--- config.mk ---
export PLATFORM = sky130hd
export DESIGN_NAME = debounced_switch_port
export DESIGN_NICKNAME = d
export VERILOG_FILES = /design/src/rtl/switch_port_pkg.sv /design/src/rtl/switch_debouncer.sv /design/src/rtl/debounced_switch_port.sv
export SDC_FILE = /design/constraint.sdc
export NUM_CORES = 1
export LEC_CHECK = 0
export BUFFER_PORTS_ARGS = -buffer_cell sky130_fd_sc_hd__buf_2
export CELL_PAD_IN_SITES_DETAIL_PLACEMENT = 1
export CELL_PAD_IN_SITES_GLOBAL_PLACEMENT = 1
export CORE_MARGIN = 3
export CORE_UTILIZATION = 40
export CTS_CLUSTER_DIAMETER = 100
export DETAILED_ROUTE_END_ITERATION = 10
export GPL_TIMING_DRIVEN = 0
export PLACE_DENSITY_LB_ADDON = 0.1
export SKIP_LAST_GASP = 1
export SLEW_MARGIN = 20
export SYNTH_ARGS = -nofsm -noshare
export SYNTH_HDL_FRONTEND = slang
export SYNTH_HIERARCHICAL = 1
export SYNTH_SLANG_ARGS = --single-unit
--- constraint.sdc ---
create_clock -name clk -period 4.2 [get_ports clk]
set_input_delay 0.84 -clock clk [delete_from_list [all_inputs] [get_ports clk]]
set_output_delay 0.84 -clock clk [all_outputs]
set_load 0.03 [all_outputs]
--- src/rtl/switch_port_pkg.sv ---
// Shared definitions for the debounced switch port: register map, CTRL bit
// positions and the debounce FSM state encoding.
package switch_port_pkg;

    localparam logic [31:0] SW_DATA_ADDR = 32'hF0000014;
    localparam logic [31:0] SW_CTRL_ADDR = 32'hF0000114;

    localparam int CTRL_READY   = 0;
    localparam int CTRL_OVERRUN = 2;
    localparam int CTRL_IE      = 8;

    typedef enum logic [0:0] {
        ST_IDLE  = 1'b0,
        ST_COUNT = 1'b1
    } deb_state_t;

endpackage

--- src/rtl/switch_debouncer.sv ---
// Synchronises and debounces a switch bank using one shared stability counter.
// Latency: commit pulses DEBOUNCE_CYCLES+2 edges after a clean input change.
// No backpressure: commit is a single-cycle pulse that the parent always takes.
module switch_debouncer
    import switch_port_pkg::*;
#(
    parameter int WIDTH           = 10,
    parameter int DEBOUNCE_CYCLES = 10000,
    parameter int CNT_W           = 14
) (
    input  logic             clk,
    input  logic             reset,
    input  logic [WIDTH-1:0] value,
    input  logic [WIDTH-1:0] sw_reg,
    output logic             commit,
    output logic [WIDTH-1:0] cand
);

    localparam logic [CNT_W-1:0] CNT_LAST = CNT_W'(DEBOUNCE_CYCLES - 1);

    deb_state_t       state;
    logic [WIDTH-1:0] s1;
    logic [WIDTH-1:0] sync;
    logic [CNT_W-1:0] cnt;

    // Decoded from registered state so sw_reg updates on the same edge the FSM leaves COUNT.
    assign commit = (state == ST_COUNT) && (sync == cand) && (cnt == CNT_LAST);

    always_ff @(posedge clk or posedge reset) begin
        if (reset) begin
            s1    <= '0;
            sync  <= '0;
            cand  <= '0;
            cnt   <= '0;
            state <= ST_IDLE;
        end else begin
            s1   <= value;
            sync <= s1;
            case (state)
                ST_IDLE: begin
                    if (sync != sw_reg) begin
                        cand  <= sync;
                        cnt   <= '0;
                        state <= ST_COUNT;
                    end
                end
                ST_COUNT: begin
                    if (sync != cand) begin
                        // Bouncing back to the committed value is a glitch, not a new candidate.
                        if (sync == sw_reg) begin
                            state <= ST_IDLE;
                        end else begin
                            cand <= sync;
                            cnt  <= '0;
                        end
                    end else if (cnt == CNT_LAST) begin
                        state <= ST_IDLE;
                    end else begin
                        cnt <= cnt + 1'b1;
                    end
                end
                default: state <= ST_IDLE;
            endcase
        end
    end

endmodule

--- src/rtl/debounced_switch_port.sv ---
// Memory-mapped debounced switch input port with DATA/CTRL registers and interrupt.
// Latency: a clean switch change reaches DATA DEBOUNCE_CYCLES+3 edges later.
// No backpressure: a new commit before DATA is read sets overrun and overwrites.
module debounced_switch_port
    import switch_port_pkg::*;
#(
    parameter int          WIDTH           = 10,
    parameter int          DEBOUNCE_CYCLES = 10000,
    parameter int          CNT_W           = 14,
    parameter logic [31:0] DATA_ADDR       = SW_DATA_ADDR,
    parameter logic [31:0] CTRL_ADDR       = SW_CTRL_ADDR
) (
    input  logic             clk,
    input  logic             reset,
    input  logic [31:0]      abus,
    input  logic [31:0]      dbus,
    input  logic             wren,
    input  logic [WIDTH-1:0] value,
    output logic [31:0]      dbusout,
    output logic             intr
);

    logic [WIDTH-1:0] sw_reg;
    logic [WIDTH-1:0] cand;
    logic             commit;
    logic             ready;
    logic             overrun;
    logic             ie;
    logic             data_rd;
    logic             ctrl_rd;
    logic             ctrl_wr;

    switch_debouncer #(
        .WIDTH           (WIDTH),
        .DEBOUNCE_CYCLES (DEBOUNCE_CYCLES),
        .CNT_W           (CNT_W)
    ) u_debouncer (
        .clk    (clk),
        .reset  (reset),
        .value  (value),
        .sw_reg (sw_reg),
        .commit (commit),
        .cand   (cand)
    );

    assign data_rd = !wren && (abus == DATA_ADDR);
    assign ctrl_rd = !wren && (abus == CTRL_ADDR);
    assign ctrl_wr =  wren && (abus == CTRL_ADDR);

    always_ff @(posedge clk or posedge reset) begin
        if (reset) begin
            sw_reg  <= '0;
            ready   <= 1'b0;
            overrun <= 1'b0;
            ie      <= 1'b0;
        end else begin
            if (commit) begin
                sw_reg <= cand;
                ready  <= 1'b1;
            end else if (data_rd) begin
                ready <= 1'b0;
            end

            // A read in the commit cycle consumed the old value, so no overrun then.
            if (commit && ready && !data_rd) begin
                overrun <= 1'b1;
            end else if (data_rd || (ctrl_wr && !dbus[CTRL_OVERRUN])) begin
                overrun <= 1'b0;
            end

            if (ctrl_wr) begin
                ie <= dbus[CTRL_IE];
            end
        end
    end

    always_comb begin
        dbusout = '0;
        if (data_rd) begin
            dbusout = 32'(sw_reg);
        end else if (ctrl_rd) begin
            dbusout[CTRL_READY]   = ready;
            dbusout[CTRL_OVERRUN] = overrun;
            dbusout[CTRL_IE]      = ie;
        end
    end

    assign intr = ie & ready;

endmodule

Word-level counts from Yosys, hierarchy flattened:

Cells that the tools add are included.

* flip-flop bits (word level): 58
* word-level logic and storage cells: 67

* equality and inequality tests: 12
* reductions and logical operators: 16
* mux-type cells: 27
* bitwise gates (word level): 2
* add/subtract/negate cells: 1

Operator list (number)
* == test 32 bit (second input constant): 2
* 2-to-1 mux 14 bit: 4
* 2-to-1 mux 10 bit: 3
* one-hot mux 14 bit (2 select lines): 1
* == test 10 bit: 2
* inequality test 10 bit: 2
* one-hot mux 10 bit (2 select lines): 1
* 2-to-1 mux 1 bit: 16
* adder 14 x 1 -> 14 bit (second input constant): 1
* == test 14 bit (second input constant): 1
* logical AND 1 bit: 8
* inequality test 3 bit (second input constant): 2
* AND reduction 3 bit: 2
* 2-to-1 mux 5 bit: 1
* inequality test 2 bit (second input constant): 2
* nonzero test 2 bit: 2
* zero test 1 bit: 3
* inequality test 2 x 1 -> 1 bit (second input constant): 1
* one-hot mux 1 bit (2 select lines): 1
* bitwise AND 1 bit: 1
* logical OR 1 bit: 1
* NOT 1 bit: 1

Longest topological paths before layout:

Gate-level depths: netlist of run 1.

* depth after elaboration: 6
* depth in mapped cells: 8
* gate-level depth less buffers: 7

Cells and area by module:

The synthesis of run 1 kept the hierarchy.

Modules (own cells, without submodules)
* switch_debouncer: instances 1, cells each 167, area an instance 1968.1 µm²
* debounced_switch_port: instances 1, cells each 84, area an instance 934.6 µm²

Worst setup path before layout of run 1:

OpenSTA, ideal clock, no wires.

* path kind: input to output
* start: input abus[7]
* end: output dbusout[0]
* arrival time: 2.363 ns
* buffers on the path: 0
* slack: 0.997 ns
* required time: 3.360 ns
* cell stages on the path: 3
* cell sequence: nor4b_2 nand4_2 nor4_1

* word-level cells in the longest chain between the ends: 4
* elaborated cells on any way between the ends: 6

RTL lines
* start: declaration: line debounced_switch_port.sv:15 `input logic [31:0] abus,`
* == test 32 bit: line debounced_switch_port.sv:47 `assign ctrl_rd = !wren && (abus == CTRL_ADDR);`
* logical AND 1 bit: line debounced_switch_port.sv:47
* 2-to-1 mux 1 bit: line debounced_switch_port.sv:81 `end else if (ctrl_rd) begin`
* 2-to-1 mux 1 bit *: line debounced_switch_port.sv:79 `if (data_rd) begin`
* end: declaration: line debounced_switch_port.sv:19 `output logic [31:0] dbusout,`

Mark *: on every way between the ends. The rest lies on a longest branch, timed or not.

Worst setup path in the final report of run 1:

* start: register u_debouncer.sync[7]
* end: register sw_reg[5]

* word-level cells in the longest chain between the ends: 3

RTL lines
* start: declaration: line switch_debouncer.sv:23 `logic [WIDTH-1:0] sync;`
* start signal: assignment: line switch_debouncer.sv:32 `sync <= '0;`
* start signal: assignment: line switch_debouncer.sv:38 `sync <= s1;`
* == test 10 bit: line switch_debouncer.sv:27 `assign commit = (state == ST_COUNT) && (sync == cand) && (cnt == CNT_LAST);`
* logical AND 1 bit (2 in a row): line switch_debouncer.sv:27
* net commit: line debounced_switch_port.sv:25 `logic commit;`
* end signal: assignment: line debounced_switch_port.sv:58 `sw_reg <= cand;`
* end: declaration: line debounced_switch_port.sv:23 `logic [WIDTH-1:0] sw_reg;`

The timed path passes the listed nets, and every way through them passes these cells.
A chain may end at the register's enable or synchronous reset.

==> results of run 1 <==
-- power groups by stage --
stage	sequential, mW	combinational, mW	clock, mW
3_5_place_dp	0.596	0.111	0
3_3_place_gp	0.595	0.107	0
2_1_floorplan	0.592	0.0759	0
6_report	0.585	0.111	0.565
4_1_cts	0.586	0.112	0.584
5_1_grt	0.587	0.122	0.610
-- path summary, 6_finish.rpt --
path | to | startpoint | slack [ns] | cells after the start
min in group asynchronous | u_debouncer/cand[0]$_DFFE_PP0P_ | reset | 0.47 | 2
hold reg to reg | u_debouncer/sync[4]$_DFF_PP0_ | u_debouncer/s1[4]$_DFF_PP0_ | 0.35 | 0
hold / removal | u_debouncer/sync[4]$_DFF_PP0_ | u_debouncer/s1[4]$_DFF_PP0_ | 0.35 | 0
max in group asynchronous | sw_reg[8]$_DFFE_PP0P_ | reset | 3.21 | 2
setup / recovery | sw_reg[5]$_DFFE_PP0P_ | u_debouncer/sync[7]$_DFF_PP0_ | 0.77 | 7
setup reg to reg | sw_reg[5]$_DFFE_PP0P_ | u_debouncer/sync[7]$_DFF_PP0_ | 0.77 | 7
-- area by class of cell --
type                       instances  area, sq um  share of cell area, %
sequential                        58         1450                   40.1
timing repair buffer              57          300                   8.29
inverter                           9         33.8                  0.933
clock inverter                     5         77.6                   2.14
clock buffer                      11          141                   3.90
multi-input combinational        177         1310                   36.1
tap                               96          120                   3.32
buffer                            28          189                   5.22
-- worst register-to-register path: cells and delay by family (launching register included) --
family	cells	cell delay, ns
flip-flops	1	0.44
buffers and inverters	2	0.81
XOR/XNOR	1	0.18
multiplexers	1	0.42
AND/OR/NAND/NOR	3	1.48
-- metal layers --
metal	up-vias	track usage (%)	part of all wire (%)
met4	0	6.03	0.98
met2	76	29.2	49
met1	1069	22.0	44
met5	-	0	0
li1	1030	-	-
met3	6	5.30	6.4
-- cell usage after synthesis, types with 5 or more instances --
master,number,area share [%]
nor4_1,10,2.2
dfrtp_1,58,50
and2_1,10,2.2
nor3_1,7,1.2
nor2_1,5,0.65
nand3_1,10,1.7
buf_4,22,5.7
mux2i_1,7,2.4
a21oi_1,5,0.86
nand2_1,9,1.2
xnor2_1,18,5.4
nand4_1,5,1.1
mux2_2,20,7.8
inv_1,9,1.2
-- logic make-up (layout without fill, tap and decap cells) --
group | count (synthesis) | after routing | share of synthesized area [%]
adders and majority gates | 1 | 1 | 0.431
muxes | 28 | 28 | 10.6
and+or+nand+nor | 81 | 81 | 19.4
DFF | 58 | 58 | 50.0
buffers and inverters | 37 | 110 | 7.67
xor gates and xnor gates | 20 | 20 | 6.03
other | 1 | 22 | 0.129
AOI/OAI and AO/OA | 25 | 25 | 5.82
==> results.json, run 1 <==
{
  "slew-limit-headroom_pct": 40.4,
  "avgSynthCellArea_sq_um": 11.6,
  "hpwl_mm": 5.14,
  "yosysUniqueCellTypes": 49,
  "final_cell_area_sq_um": 3620,
  "gp_congestion": 0.759,
  "cts_sinks": 58,
  "drcViolationCount": 0,
  "clockRootBuffer": "clkbuf_8",
  "pwr-share-clk_pct": 44.8,
  "placed_cell_area_sq_um": 3400,
  "p_per_area_nw_per_um2": 348,
  "routed-via-count": 2181,
  "fmax_ghz": 0.291,
  "synth_area_sq_um": 2900,
  "drt-wirelength-per-cell_um": 15.3,
  "rows": 30,
  "grt_overflow_total": 0,
  "status": "complete, no violations",
  "p_leak_nw": 1.69,
  "slew_violations": 0,
  "coreArea_sq_um": 6910,
  "clk_path_buf_depth": 2,
  "crit_chain": "xnor2_1 -> nand4_1 -> or3_1 -> clkbuf_1 -> nor4_1 -> buf_1 -> mux2_2",
  "cts_max_level": 3,
  "drtAntennaViolNets": 0,
  "p_sw_mw": 0.291,
  "crit_family": "simple AND/OR/NAND/NOR gates",
  "cts_tree": "yes",
  "hold_path_class": "reg -> reg",
  "finalHoldViolCount": 0,
  "hold_ws_ns": 0.350,
  "clock_latency_ns": 0.33,
  "die_area_sq_um": 8310,
  "async_flop_share_pct": 100,
  "vias_per_cell": 4.95,
  "critPathArrivalTime_ns": 3.64,
  "syn2layout_area_growth_pct": 24.7,
  "crit_type": "reg -> reg",
  "crit_required_ns": 4.41,
  "seqPwrFrac_pct": 46.4,
  "synth_edf_count": 0,
  "die_y_um": 91.2,
  "max_stage_delay_ns": 0.83,
  "clkSlewWorstSetupHoldPaths_ns": 0.07,
  "tightestPinTransition_ns": 0.885,
  "io_pins": 110,
  "largest-register": "u_debouncer/cnt",
  "p_int_mw": 0.971,
  "ys_seq_area_share_pct": 50.0,
  "start_util_pct": 42.0,
  "fin_nets": 418,
  "setup_ws_ns": 0.766,
  "tns_ns": 0,
  "grt_pass1_wl_mm": 11.6,
  "grt_use_total_pct": 17.7,
  "layout_common_cells": "58 x dfrtp_1, 57 x buf_2, 22 x buf_4, 22 x conb_1, 20 x mux2_2",
  "drt_iter0_markers": 100,
  "routed_wl_mm": 6.76,
  "finalCritPeriodShare_pct": 81.8,
  "io_buffers": 56,
  "synth_ff_type": "dfrtp_1",
  "antenna_found_initial": 0,
  "syn_inst": 251,
  "p_sw_share_pct": 23.1,
  "ir_worst_vdd_mv": 0.300,
  "end_kind": "flip-flop",
  "power_frac_comb_pct": 8.8,
  "instances_no_fill": 441,
  "power_mw": 1.26,
  "post-cts-setup-buffers": 0,
  "rsz0062_at_grt": "no",
  "drtPass1Iterations": 4,
  "ys_ff_latch": 58,
  "finalSetupViolCount": 0,
  "critical_path.max_fanout": 10,
  "final_util_pct": 52.4,
  "largest_reg_flops": 14,
  "final_common_cell": "dfrtp_1",
  "crit_slowest_cell": "nor4_1",
  "postCtsHoldBufs": 0,
  "fillers": 811,
  "diodes": 0,
  "maxCapViolations": 0,
  "yosys_warnings": 6,
  "critPathLaunchType": "flip-flop",
  "path_buf_inv": 2,
  "ctsResizeCount": 0,
  "dp.cells": 425,
  "grt_max_degree": 33,
  "cts_buffers": 9,
  "die_w_um": 91.2,
  "post-place-ws_ns": 0.729,
  "drive_gt1_share_pct": 38.3,
  "final.setup_skew_ns": 0.00882,
  "grt_pass1_vias": 2299,
  "post-route-min-period_ns": 3.43
}
(Power assumes the default switching activity.)
==> run 2, diff against run 1 <==
--- a/config.mk
+++ b/config.mk
@@ -9,7 +9,7 @@
 export CELL_PAD_IN_SITES_DETAIL_PLACEMENT = 1
 export CELL_PAD_IN_SITES_GLOBAL_PLACEMENT = 1
 export CORE_MARGIN = 3
-export CORE_UTILIZATION = 40
+export CORE_UTILIZATION = 34
 export CTS_CLUSTER_DIAMETER = 100
 export DETAILED_ROUTE_END_ITERATION = 10
 export GPL_TIMING_DRIVEN = 0
==> constraint.sdc (replaced) <==
create_clock -name clk -period 3.15 [get_ports clk]
set_input_delay 0.63 -clock clk [delete_from_list [all_inputs] [get_ports clk]]
set_output_delay 0.63 -clock clk [all_outputs]
set_load 0.03 [all_outputs]
==> run 2 against run 1 <==
  * Cell area grew 0.97%
  * Worst hold slack got worse by 0.0088 ns
  * Register-to-register slack lost 0.48 ns
  * Critical path type is now in -> out
  * Sequential power is 33% higher
==> results.json, run 2 (synthesis gave the netlist of run 1 again) <==
{
  "fin_nets": 418,
  "grt_pass1_wl_mm": 11.4,
  "p_per_area_nw_per_um2": 466,
  "maxCapViolations": 0,
  "vias_per_cell": 4.78,
  "path_buf_inv": 2,
  "post-route-min-period_ns": 2.86,
  "die_area_sq_um": 9680,
  "path_depth": 6,
  "finalCritPeriodShare_pct": 90.9,
  "grt_pass1_vias": 2256,
  "layout_common_cells": "58 x buf_2, 58 x dfrtp_1, 22 x buf_4, 22 x conb_1, 20 x mux2_2",
  "slew-limit-headroom_pct": 53.5,
  "die_y_um": 98.4,
  "routed_wl_mm": 6.70,
  "power_mw": 1.70,
  "drt_iter0_markers": 80,
  "diodes": 0,
  "p_int_mw": 1.28,
  "drt-wirelength-per-cell_um": 14.9,
  "drtPass1Iterations": 4,
  "max_stage_delay_ns": 0.52,
  "antenna_found_initial": 0,
  "critical_path.max_fanout": 8,
  "seqPwrFrac_pct": 45.8,
  "tightestPinTransition_ns": 0.692,
  "routed-via-count": 2152,
  "fmax_ghz": 0.349,
  "crit_type": "in -> out",
  "coreArea_sq_um": 8260,
  "finalHoldViolCount": 0,
  "drcViolationCount": 0,
  "crit_family": "simple AND/OR/NAND/NOR gates",
  "critPathArrivalTime_ns": 2.23,
  "cts_buffers": 9,
  "p_leak_nw": 1.71,
  "power_frac_comb_pct": 8.7,
  "gp_congestion": 0.742,
  "grt_overflow_total": 0,
  "slew_violations": 0,
  "wl_met3_um": 489,
  "clockRootBuffer": "clkbuf_8",
  "rows": 33,
  "syn2layout_area_growth_pct": 25.9,
  "cts_max_level": 3,
  "rsz0062_at_grt": "no",
  "largest_reg_flops": 14,
  "crit_path_frequent_cell": "buf_2",
  "start_util_pct": 35.2,
  "clkSlewWorstSetupHoldPaths_ns": 0.07,
  "wl_met1_mm": 3.13,
  "largest-register": "u_debouncer/cnt",
  "critPathLaunchType": "input port",
  "wl_met2_mm": 2.96,
  "clk_path_buf_depth": 2,
  "p_sw_mw": 0.421,
  "end_kind": "output pin",
  "die_w_um": 98.4,
  "grt_use_total_pct": 14.8,
  "clock_latency_ns": 0.34,
  "maxUsedRoutingLayer": "met4",
  "cts_tree": "yes",
  "io_buffers": 56,
  "pwr-share-clk_pct": 45.5,
  "drtAntennaViolNets": 0,
  "p_sw_share_pct": 24.8,
  "hold_ws_ns": 0.341,
  "status": "complete, no violations",
  "ir_worst_vdd_mv": 0.263,
  "cts_sinks": 58,
  "crit_slowest_cell": "nor4_4",
  "grt_max_degree": 26,
  "hold_path_class": "in -> async",
  "drive_gt1_share_pct": 39.1,
  "io_pins": 110,
  "final.setup_skew_ns": 0.00817,
  "post-cts-setup-buffers": 0,
  "crit_chain": "buf_2 -> nor4_2 -> nand4_2 -> nor4_4 -> and2_1 -> buf_2",
  "rr_worst_depth": 7,
  "crit_required_ns": 2.52,
  "hpwl_mm": 5.04,
  "finalSetupViolCount": 0
}
-- run 2: cell types whose count changed in the layout (fill, tap and decap cells not counted) --
| cell | previous run | this run |
|---|---|---|
| clkbuf_1 | 5 | 4 |
| nor4_4 | 2 | 3 |
| nor4_1 | 10 | 9 |
| clkbuf_8 | 10 | 9 |
| clkinv_4 | 0 | 3 |
| clkinv_2 | 2 | 0 |
| inv_6 | 0 | 1 |
| buf_1 | 1 | 0 |
| buf_2 | 57 | 58 |
-- run 2: path summary, 6_finish.rpt --
kind	slack, ns	startpoint	endpoint
worst max register to register	0.29	u_debouncer/sync[0]$_DFF_PP0_	sw_reg[5]$_DFFE_PP0P_
max in group asynchronous	2.27	reset	u_debouncer/cand[3]$_DFFE_PP0P_
min in group clk	0.35	u_debouncer/s1[3]$_DFF_PP0_	u_debouncer/sync[3]$_DFF_PP0_
worst max-delay path	0.29	abus[1]	dbusout[6]
worst min-delay path	0.34	reset	u_debouncer/s1[0]$_DFF_PP0_
worst min register to register	0.35	u_debouncer/s1[3]$_DFF_PP0_	u_debouncer/sync[3]$_DFF_PP0_
-- run 2: what timing repair did --
item / in CTS / in global routing
hold buffers: 0 / 0
setup endpoints to repair: 10 / 8
gates resized for setup: 2 / 1
-- run 2: per-layer routing --
layer	vias to the layer above	track usage, %
li1	1041	-
met1	1023	20.1
met2	79	22.8
met3	9	3.36
met4	0	6.30
met5	-	0
-- run 2: area by class of cell --
class / instances / area [sq um]
inverter: 9 / 33.8
sequential: 58 / 1450
clock buffer: 9 / 124
tap: 105 / 131
clock inverter: 7 / 103
timing repair buffer: 57 / 300
fill: 923 / 4600
buffer: 28 / 190
multi-input combinational: 177 / 1320
-- run 2: per-stage QoR --
step                      utilization [%]  setup TNS (ns)  instances  area, sq um  worst slack (ns)
after floorplan                         -               0        272         2980             0.367
after global placement               41.1           -2.13        433         3390            -0.257
after detailed placement             41.3           -2.13        434         3410            -0.268
after CTS                            44.2               0        450         3650             0.150
after global routing                 44.3               0        450         3660             0.102
final                                44.3               0        450         3660             0.287
-- run 2: power groups by stage --
| stage | clock network [mW] | logic (mW) | registers [mW] |
|---|---|---|---|
| 2_1_floorplan | 0 | 0.101 | 0.790 |
| 3_3_place_gp | 0 | 0.144 | 0.793 |
| 3_5_place_dp | 0 | 0.149 | 0.794 |
| 4_1_cts | 0.800 | 0.150 | 0.780 |
| 5_1_grt | 0.836 | 0.163 | 0.782 |
| 6_report | 0.774 | 0.148 | 0.780 |
==> run 3, diff against run 2 <==
--- a/config.mk
+++ b/config.mk
@@ -13,7 +13,7 @@
 export CTS_CLUSTER_DIAMETER = 100
 export DETAILED_ROUTE_END_ITERATION = 10
 export GPL_TIMING_DRIVEN = 0
-export PLACE_DENSITY_LB_ADDON = 0.1
+export PLACE_DENSITY = 0.74
 export SKIP_LAST_GASP = 1
 export SLEW_MARGIN = 20
 export SYNTH_ARGS = -nofsm -noshare
==> run 3 against run 2 <==
  * Sequential share of layout area increased by 0.34 points
  * Register-to-register slack worse by 0.08 ns
  * Sequential cell count is the same
  * Clock power is 13% lower
  * Via count rose by 0.98%
  * Routed wire length increased by 0.70%
  * Power shrank 5.9%
  * Final cell count is the same
  * Sequential power hardly changed
  * Core utilization shrank 0.38 points
  * Critical path type is now reg -> reg
  * Critical endpoint is now sw_reg[1]$_DFFE_PP0P_
  * Largest power group unchanged
==> results.json, run 3 (synthesis gave the netlist of run 1 again) <==
{
  "cts_sinks": 58,
  "drcViolationCount": 0,
  "tightestPinTransition_ns": 0.721,
  "seq_area_sq_um": 1450,
  "die_area_sq_um": 9680,
  "rrSetupSlack_ns": 0.20,
  "syn2layout_area_growth_pct": 24.9,
  "p_leak_nw": 1.71,
  "grt_use_total_pct": 14.3,
  "hold_path_class": "in -> async",
  "io_buffers": 56,
  "post-cts-setup-buffers": 0,
  "fillers": 946,
  "crit_type": "reg -> reg",
  "critPathArrivalTime_ns": 3.17,
  "p_per_area_nw_per_um2": 442,
  "routed_wl_mm": 6.74,
  "largest-register": "u_debouncer/cnt",
  "instances_no_fill": 450,
  "critPathLaunchType": "flip-flop",
  "rsz0062_at_grt": "no",
  "rr_worst_depth": 7,
  "io_pins": 110,
  "drtAntennaViolNets": 0,
  "grt_pass1_wl_mm": 10.9,
  "gp_congestion": 0.757,
  "max_stage_delay_ns": 0.50,
  "cts_buffers": 9,
  "slew_violations": 0,
  "ir_worst_vdd_mv": 0.240,
  "start_util_pct": 35.2,
  "crit_required_ns": 3.38,
  "finalHoldViolCount": 0,
  "status": "complete, no violations",
  "routed-via-count": 2173,
  "clk_path_buf_depth": 2,
  "clock_latency_ns": 0.34,
  "fmax_ghz": 0.339,
  "cts_tree": "yes",
  "grt_max_degree": 32,
  "fin_nets": 418,
  "path_buf_inv": 2,
  "rows": 33,
  "grt_pass1_vias": 2309,
  "clockRootBuffer": "clkbuf_8",
  "coreArea_sq_um": 8260,
  "postCtsHoldBufs": 0,
  "hpwl_mm": 5.26,
  "post-place-ws_ns": -0.388,
  "dp.cells": 434,
  "reg2reg_from": "u_debouncer/sync[6]$_DFF_PP0_",
  "drt_iter0_markers": 72,
  "end_kind": "flip-flop",
  "diodes": 0,
  "clkSlewWorstSetupHoldPaths_ns": 0.07,
  "finalSetupViolCount": 0,
  "crit_slowest_cell": "nor4_4",
  "final.setup_skew_ns": 0.0112,
  "drt-wirelength-per-cell_um": 15.0,
  "maxCapViolations": 0,
  "grt_overflow_total": 0,
  "finalCritPeriodShare_pct": 93.5,
  "crit_chain": "xnor2_1 -> nand4_1 -> or3_1 -> clkbuf_1 -> nor4_4 -> buf_2 -> mux2_2",
  "slew-limit-headroom_pct": 51.8,
  "antenna_found_initial": 0,
  "largest_reg_flops": 14,
  "die_y_um": 98.4,
  "drive_gt1_share_pct": 38.8,
  "drtPass1Iterations": 4,
  "critical_path.max_fanout": 10,
  "worstReg2RegEnd": "sw_reg[1]$_DFFE_PP0P_",
  "multi_input_area_sq_um": 1320,
  "vias_per_cell": 4.83,
  "layout_common_cells": "58 x buf_2, 58 x dfrtp_1, 22 x buf_4, 22 x conb_1, 20 x mux2_2",
  "setup_ws_ns": 0.204,
  "hold_ws_ns": 0.275,
  "die_w_um": 98.4,
  "cts_max_level": 3,
  "crit_family": "simple AND/OR/NAND/NOR gates",
  "post-route-min-period_ns": 2.95,
  "ctsResizeCount": 2
}
-- run 3: cell count changes in the layout (fill, tap and decap cells not counted) --
cell / before / now
clkinvlp_4: 1 / 0
clkinv_2: 0 / 3
bufinv_16: 2 / 1
clkbuf_8: 9 / 10
clkbuf_1: 4 / 5
clkinv_4: 3 / 1
inv_6: 1 / 0
-- run 3: worst max path at each step --
stage | start | end | cells past startpoint
6_report | u_debouncer/sync[6]$_DFF_PP0_ | sw_reg[1]$_DFFE_PP0P_ | 7
5_1_grt | u_debouncer/cand[6]$_DFFE_PP0P_ | sw_reg[3]$_DFFE_PP0P_ | 7
4_1_cts | u_debouncer/cand[7]$_DFFE_PP0P_ | sw_reg[1]$_DFFE_PP0P_ | 7
3_5_place_dp | u_debouncer/cand[7]$_DFFE_PP0P_ | sw_reg[1]$_DFFE_PP0P_ | 7
3_3_place_gp | u_debouncer/cand[6]$_DFFE_PP0P_ | sw_reg[4]$_DFFE_PP0P_ | 7
2_1_floorplan | abus[7] | dbusout[0] | 3
-- run 3: metal layers --
layer | vias to the layer above | global-route usage, % | routed length (um)
li1 | 1033 | - | -
met1 | 1048 | 16.6 | 2800
met2 | 81 | 24.2 | 3280
met3 | 11 | 4.64 | 539
met4 | 0 | 6.30 | 129
met5 | - | 0 | 0
-- run 3: per-stage QoR --
step | utilization [%] | instance area (sq um) | power, mW | setup TNS [ns]
2_1_floorplan | - | 2980 | 0.891 | 0
3_3_place_gp | 41.1 | 3390 | 0.935 | -2.38
3_5_place_dp | 41.3 | 3410 | 0.945 | -3.35
4_1_cts | 43.8 | 3620 | 1.63 | 0
5_1_grt | 43.9 | 3620 | 1.68 | 0
6_report | 43.9 | 3620 | 1.60 | 0
-- run 3: area by class of cell --
class | instances | share of cell area (%)
timing repair buffer | 57 | 8.28
inverter | 9 | 0.932
multi-input combinational | 177 | 36.5
tap | 105 | 3.62
sequential | 58 | 40.0
buffer | 28 | 5.25
clock buffer | 11 | 3.90
clock inverter | 5 | 1.48
-- run 3: where the power goes --
part / switching (mW) / internal [mW] / total, mW
logic: 0.0848 / 0.0650 / 0.150
registers: 0.0162 / 0.765 / 0.781
clock network: 0.288 / 0.384 / 0.671
